## src/rtl/sys_arr_deskew_out_if.sv

```systemverilog
// rtl/sys_arr_deskew_out_if.sv - result-vector stream from the deskew collector
// Master drives aligned vectors toward the buffer writer; slave applies backpressure.
interface sys_arr_deskew_out_if #(
  parameter int sum_width = 32
);
  logic [sum_width-1:0] out_data;
  logic                 out_valid;
  logic                 out_ready;

  modport master (output out_data, output out_valid, input out_ready);
  modport slave  (input out_data, input out_valid, output out_ready);
endinterface

```

## src/rtl/sys_arr_deskew_out.sv

```systemverilog
// rtl/sys_arr_deskew_out.sv - bottom-edge deskew collector for the systolic array
// Realigns staggered column sums and queues whole result vectors for the consumer.
module sys_arr_deskew_out #(
  parameter  int row_width  = 2,
  parameter  int fifo_depth = 4,
  localparam int sum_width  = 16 * row_width,
  localparam int cnt_width  = $clog2(fifo_depth) + 1
) (
  input  logic                   clk,
  input  logic                   rst_n,
  input  logic                   clr,
  input  logic [sum_width-1:0]   maccin,
  input  logic [row_width-1:0]   activein,
  sys_arr_deskew_out_if.master   res,
  output logic [cnt_width-1:0]   count,
  output logic                   overflow,
  output logic                   skew_err
);

  localparam int ptr_width = $clog2(fifo_depth);

  logic [sum_width-1:0] al_sum;
  logic [row_width-1:0] al_act;
  logic [sum_width-1:0] masked_sum;

  // Lane i arrives i cycles late, so it gets i fewer stages than lane 0.
  for (genvar i = 0; i < row_width; i++) begin : g_lane
    localparam int depth = row_width - i;

    logic [15:0]      sum_q [depth];
    logic [depth-1:0] act_q;

    always_ff @(posedge clk or negedge rst_n) begin
      if (!rst_n) begin
        for (int j = 0; j < depth; j++) sum_q[j] <= '0;
        act_q <= '0;
      end else if (clr) begin
        for (int j = 0; j < depth; j++) sum_q[j] <= '0;
        act_q <= '0;
      end else begin
        sum_q[0] <= maccin[16*i +: 16];
        act_q[0] <= activein[i];
        for (int j = 1; j < depth; j++) begin
          sum_q[j] <= sum_q[j-1];
          act_q[j] <= act_q[j-1];
        end
      end
    end

    assign al_sum[16*i +: 16]     = sum_q[depth-1];
    assign al_act[i]              = act_q[depth-1];
    assign masked_sum[16*i +: 16] = act_q[depth-1] ? sum_q[depth-1] : 16'h0000;
  end

  logic                 push_req;
  logic                 act_agree;
  logic                 full;
  logic                 empty;
  logic                 push;
  logic                 pop;
  logic [ptr_width-1:0] wr_ptr;
  logic [ptr_width-1:0] rd_ptr;
  logic [cnt_width-1:0] count_q;
  logic                 overflow_q;
  logic                 skew_err_q;
  logic [sum_width-1:0] mem [fifo_depth];

  // Lane 0 owns the vector: its active bit alone decides whether a push happens.
  assign push_req  = al_act[0];
  assign act_agree = (al_act == '0) || (&al_act);
  assign full      = (count_q == cnt_width'(fifo_depth));
  assign empty     = (count_q == '0);
  assign pop       = !empty && res.out_ready;
  assign push      = push_req && (!full || pop);

  always_ff @(posedge clk) begin
    if (push && !clr) mem[wr_ptr] <= masked_sum;
  end

  always_ff @(posedge clk or negedge rst_n) begin
    if (!rst_n) begin
      wr_ptr     <= '0;
      rd_ptr     <= '0;
      count_q    <= '0;
      overflow_q <= 1'b0;
      skew_err_q <= 1'b0;
    end else if (clr) begin
      wr_ptr     <= '0;
      rd_ptr     <= '0;
      count_q    <= '0;
      overflow_q <= 1'b0;
      skew_err_q <= 1'b0;
    end else begin
      if (push) wr_ptr <= wr_ptr + ptr_width'(1);
      if (pop)  rd_ptr <= rd_ptr + ptr_width'(1);
      if (push && !pop)      count_q <= count_q + cnt_width'(1);
      else if (pop && !push) count_q <= count_q - cnt_width'(1);
      if (push_req && full && !pop) overflow_q <= 1'b1;
      if (push_req && !act_agree)   skew_err_q <= 1'b1;
    end
  end

  // Head is forced to zero when empty so stale entries never leak out.
  assign res.out_data  = empty ? '0 : mem[rd_ptr];
  assign res.out_valid = !empty;
  assign count         = count_q;
  assign overflow      = overflow_q;
  assign skew_err      = skew_err_q;

endmodule
```

## src/flat_wrapper.sv

```systemverilog
// flat-port wrapper written by rule: the top's interface ports become plain ports
module sys_arr_deskew_out_flat 
#(
  parameter  int row_width  = 2,
  parameter  int fifo_depth = 4,
  localparam int sum_width  = 16 * row_width,
  localparam int cnt_width  = $clog2(fifo_depth) + 1
)
  (clk, rst_n, clr, maccin, activein, count, overflow, skew_err, res_out_data, res_out_valid, res_out_ready);
  sys_arr_deskew_out_if res_i ();
  input  logic clk;
  input  logic rst_n;
  input  logic clr;
  input  logic [sum_width-1:0] maccin;
  input  logic [row_width-1:0] activein;
  output logic [cnt_width-1:0] count;
  output logic overflow;
  output logic skew_err;
  output wire logic [$bits(res_i.out_data)-1:0] res_out_data;
  output wire logic [$bits(res_i.out_valid)-1:0] res_out_valid;
  input wire logic [$bits(res_i.out_ready)-1:0] res_out_ready;
  assign res_out_data = res_i.out_data;
  assign res_out_valid = res_i.out_valid;
  assign res_i.out_ready = res_out_ready;
  sys_arr_deskew_out #(.row_width(row_width), .fifo_depth(fifo_depth)) u_core (.clk(clk), .rst_n(rst_n), .clr(clr), .maccin(maccin), .activein(activein), .res(res_i), .count(count), .overflow(overflow), .skew_err(skew_err));
endmodule
```

## config.mk

```make
export PLATFORM = sky130hd
export DESIGN_NAME = sys_arr_deskew_out_flat
export DESIGN_NICKNAME = d
export VERILOG_FILES = /design/src/rtl/sys_arr_deskew_out_if.sv /design/src/rtl/sys_arr_deskew_out.sv /design/src/flat_wrapper.sv
export SDC_FILE = /design/constraint.sdc
export NUM_CORES = 1
export LEC_CHECK = 0
export CAP_MARGIN = 0
export CORE_MARGIN = 3
export CORE_UTILIZATION = 51
export DETAILED_ROUTE_END_ITERATION = 7
export PLACE_DENSITY = 0.76
export SYNTH_ARGS = -nofsm -noshare
export SYNTH_HDL_FRONTEND = slang
export SYNTH_SLANG_ARGS = --single-unit
```

## constraint.sdc

```tcl
create_clock -name clk -period 2.15 [get_ports clk]
set_clock_uncertainty 0.2 [all_clocks]
set_input_delay 0.645 -clock clk [delete_from_list [all_inputs] [get_ports clk]]
set_output_delay 0.645 -clock clk [all_outputs]
set_load 0.02 [all_outputs]
```

## Word-level counts from Yosys, hierarchy flattened

Memories as Yosys holds them, arrays and structs flattened.
Cells that the tools add are included.

| cells by class | value |
|---|---|
| reductions and logical operators | 24 |
| equal/unequal tests | 1 |
| muxes and demuxes | 20 |
| add/subtract/negate cells | 4 |

Operators with widths:

| cell | number |
|---|---|
| $mux W32 | 2 |
| $mux W16 | 3 |
| $mux W2 | 5 |
| $mux W3 | 3 |
| $logic_and A1 B1 Y1 | 8 |
| $reduce_bool A2 Y1 | 4 |
| $mux W1 | 7 |
| $logic_not A1 Y1 | 6 |
| $add A2 B1 Y2 const B | 2 |
| $add A3 B1 Y3 const B | 1 |
| $eq A3 B3 Y1 const B | 1 |
| $logic_not A3 Y1 | 1 |
| $reduce_bool A3 Y1 | 1 |
| $sub A3 B1 Y3 const B | 1 |
| $logic_not A2 Y1 | 1 |
| $logic_or A1 B1 Y1 | 2 |
| $reduce_and A2 Y1 | 1 |

| storage, ports and cells | value |
|---|---|
| register bits | 60 |
| bits in writable memories | 128 |
| input bits | 38 |
| memories kept | 1 |
| logic and storage cells | 60 |

Memories:

| name | words | bits a word | read ports | clocked after memory_dff | wr ports | RTL line | source |
|---|---|---|---|---|---|---|---|
| u_core.mem | 4 | 32 | 1 | 0 | 1 | sys_arr_deskew_out.sv:66 | `logic [sum_width-1:0] mem [fifo_depth];` |

## Longest topological paths before layout

| depth | value |
|---|---|
| depth in word-level cells | 10 |
| mapped depth | 9 |
| gate-level depth less buffers | 7 |

## Least setup slack after synthesis

OpenSTA, ideal clock, no wires.

| path | value |
|---|---|
| kind | in2reg |
| start | input port clr |
| end | memory u_core.mem[0][0], enable pin |
| data required time | 1.558 ns |
| arrival | 1.905 ns |
| stages | 3 |
| buffers on the path | 1 |
| setup slack | -0.347 ns |
| path through | clkbuf_1 > nor3_1 > and2_1 |

| on the way | value |
|---|---|
| word-level cells in the longest chain between the ends | 4 |

Ends and longest elaborated chain:

| element | RTL line | source |
|---|---|---|
| from (decl) | flat_wrapper.sv:13 | `input logic clr;` |
| $logic_not A1 Y1 | sys_arr_deskew_out.sv:77 | `if (push && !clr) mem[wr_ptr] <= masked_sum;` |
| $logic_and A1 B1 Y1 | sys_arr_deskew_out.sv:77 |  |
| $mux W1 | sys_arr_deskew_out.sv:77 |  |
| $mux W1 (not written as such) | sys_arr_deskew_out.sv:77 |  |
| to (decl) | sys_arr_deskew_out.sv:66 |  |

No other way between the ends.

## Worst setup path in the final report

| path | value |
|---|---|
| start | register u_core.rd_ptr[0] |
| end | output port res_out_data[3] |

| on the way | value |
|---|---|
| word-level cells in the longest chain between the ends | 2 |

Ends and longest elaborated chain:

| element | RTL line | source |
|---|---|---|
| from (decl) | sys_arr_deskew_out.sv:62 | `logic [ptr_width-1:0] rd_ptr;` |
| from (signal assigned) | sys_arr_deskew_out.sv:95 | `if (pop) rd_ptr <= rd_ptr + ptr_width'(1);` |
| $mem_v2 Z4 W32 | n/a |  |
| $mux W32 | sys_arr_deskew_out.sv:104 | `assign res.out_data = empty ? '0 : mem[rd_ptr];` |
| to (decl) | flat_wrapper.sv:19 | `output wire logic [$bits(res_i.out_data)-1:0] res_out_data;` |

No other way between the ends.

==> impl_metrics.ini <==
[timing]
fin_crit_sh_pct = 127
finalSetupTns_ps = -18310
grt_setup_unrepaired = true
period_minus_slack_ps = 2740
drv_slew = 0
timing.fmax_mhz = 365
setup_viol = 35
maxSlewHeadroom_pct = 56.9
setup_slack_ps = -590
worst_pin_slew_ps = 647
hold_viol = 0

[floorplan]
die_height_um = 126
rows = 43
io_pins = 76
die_area_sq_mm = 0.0160
core_sq_mm = 0.0140
start_util_pct = 52.7
fp.dieW_um = 126

[cells_and_area]
final_cells = 722
fin_area_sq_mm = 0.00952
layout_commonest_cell = edfxtp_1
final_cell_mix = edfxtp_1 (128), nor2b_1 (62), dfrtp_1 (56)
fin_nets = 572
fillCellCount = 903
drive_gt1_share_pct = 33.2
antenna_cells = 0
seqCellArea_sq_mm = 0.00535
areaGrowthSynthToFinish_pct = 28.7
multiInputGateArea_sq_mm = 0.00201

[synth]
synth_ff_type = edfxtp_1
netlist_area_sq_mm = 0.00739
synth.avg_cell_area_sq_um = 17.7
synth_cells = 418
synth_seq_cells = 188
ys_types = 42
ys_warn_count = 0
yosysSeqAreaShare_pct = 72.3
synth-async-reset-ratio_pct = 31.9
synth_edf_count = 128
syn_nets = 461

[critical_path]
crit_path_start_kind = flip-flop
rrSetupSlack_ps = -50
endpoint_kind = output port
path_class = reg2out
critical_path_peak_fanout = 7
arrival_ps = 1900
regToRegEndpoint = u_core.count[2]
r2r_cells = 8
regToRegStartpoint = u_core.count[1]
worstPathRequired_ps = 1300

[placement]
postPlaceCellArea_sq_mm = 0.00857
dp_hpwl_um = 8300
place.gp.congestion = 0.709
pre_cts_ws_ps = -556
dp_cells = 677
port-buffer-count = 75

[clocking]
clock_latency_ps = 430
cts_buffers = 17
clock_path_buffers = 2
ctsHoldBuffers = 0
path_clk_slew_ps = 70
cts_root_buf = clkbuf_16
h-tree-depth = 4
tritoncts = yes
clock-sinks = 188

[power]
ir_drop_uv = 559
total_power_w = 0.00986
leakage_nw = 3.54
power_density_mw_per_mm2 = 1040

[route]
routed_via_density = 5.35
drt_pre_antenna_iters = 4
vias = 3865
drtAntennaViolNets = 0
routed_wirelength_um = 14400
drt_first_iter_violations = 343
wl_per_cell_um = 20.0
drc_errors = 0

[grt]
grt_usage_pct = 19.3
grt_overflow = 0
grt_pass1_vias = 4195
grt_max_degree = 61
antenna_found_initial = 0
grt_pass1_wl_um = 23000

[worst_hold_path]
hp-class = in2async

[status]
outcome = finished, violations left
violations = setup timing

[flow_run]
maxCapViolations = 0
state kept, by name, summed over array words and instances (netlist names):
signal               cells
u_core.overflow          1
u_core.g_lane.sum_q     32
u_core.mem             128
u_core.al_sum           16
u_core.wr_ptr            2
u_core.g_lane.act_q      3
u_core.count             3
u_core.skew_err          1
u_core.rd_ptr            2
what timing repair did:
action / CTS / global route
endpoints found under the setup margin: 43 / 37
pin swaps: 3 / 0
gates resized for setup: 172 / 68
setup buffers: 11 / 2
cloned: 2 / 0
power breakdown:
part | switching (W) | leakage [nW] | total [W] | internal [W]
Clock | 0.00128 | 0.307 | 0.00328 | 0.00200
Combinational | 0.00122 | 1.37 | 0.00260 | 0.00138
Sequential | 0.0000408 | 1.86 | 0.00398 | 0.00394
Total | 0.00254 | 3.54 | 0.00986 | 0.00732
layout make-up:
| type | count | area share, % |
|---|---|---|
| sequential | 188 | 56.2 |
| multi-input combinational | 197 | 21.1 |
| tap | 180 | 2.37 |
| timing repair buffer | 117 | 13.4 |
| inverter | 8 | 0.342 |
| clock buffer | 25 | 5.31 |
| clock inverter | 7 | 1.33 |
worst max-delay path by stage:
stage                startpoint               to  slack [ps]  cells after the start
2_1_floorplan   u_core.count[1]  u_core.count[1]         -40                      7
3_3_place_gp   u_core.rd_ptr[0]  res_out_data[0]        -530                      4
3_5_place_dp   u_core.rd_ptr[0]  res_out_data[0]        -560                      4
4_1_cts        u_core.rd_ptr[0]  res_out_data[6]        -690                      6
5_1_grt        u_core.rd_ptr[0]  res_out_data[0]        -670                      5
6_report       u_core.rd_ptr[0]  res_out_data[3]        -590                      5
metrics by stage:
step	util, %	hold WS, ps
4_1_cts	66.3	22.4
3_3_place_gp	61.0	245
6_report	67.8	6.97
2_1_floorplan	-	149
3_5_place_dp	61.0	246
5_1_grt	67.8	33.6
layer usage:
metal	vias up	track usage (%)	wire, um
li1	1743	-	-
met4	0	7.26	233
met5	-	0	0
met3	18	4.46	627
met2	116	33.1	8010
met1	1988	24.3	5560
critical path: stages, from the launching register on:
cell and delay [ps]:
dfrtp_2 390, buf_6 140, buf_12 140, mux4_2 520, nor2b_4 150, buf_6 120
synthesized netlist by cell type (2+ instances only):
master / count / area [sq um]
a21oi_1: 3 / 15.0
and2_1: 36 / 225
buf_12: 3 / 60.1
buf_2: 7 / 35.0
buf_6: 2 / 22.5
clkbuf_1: 11 / 41.3
dfrtp_1: 60 / 1500
edfxtp_1: 128 / 3840
ha_1: 4 / 50.1
inv_1: 8 / 30.0
mux4_1: 4 / 105
mux4_2: 28 / 631
nand3_1: 2 / 10.0
nor2_1: 8 / 30.0
nor2b_1: 81 / 507
nor2b_4: 3 / 41.3
o211ai_1: 2 / 15.0
o21ai_0: 2 / 10.0
xor2_1: 3 / 26.3
logic make-up (layout without fill, tap and decap cells):
family | count (synthesis) | after routing | share of synthesized area [%]
AOI/OAI and AO/OA | 16 | 16 | 1.57
adders and majority gates | 5 | 5 | 0.948
buffers and inverters | 33 | 157 | 2.72
DFF | 188 | 188 | 72.3
xor gates and xnor gates | 4 | 4 | 0.474
and+or+nand+nor | 140 | 140 | 12.0
muxes | 32 | 32 | 9.95
Power figures use the tool's default switching activity.
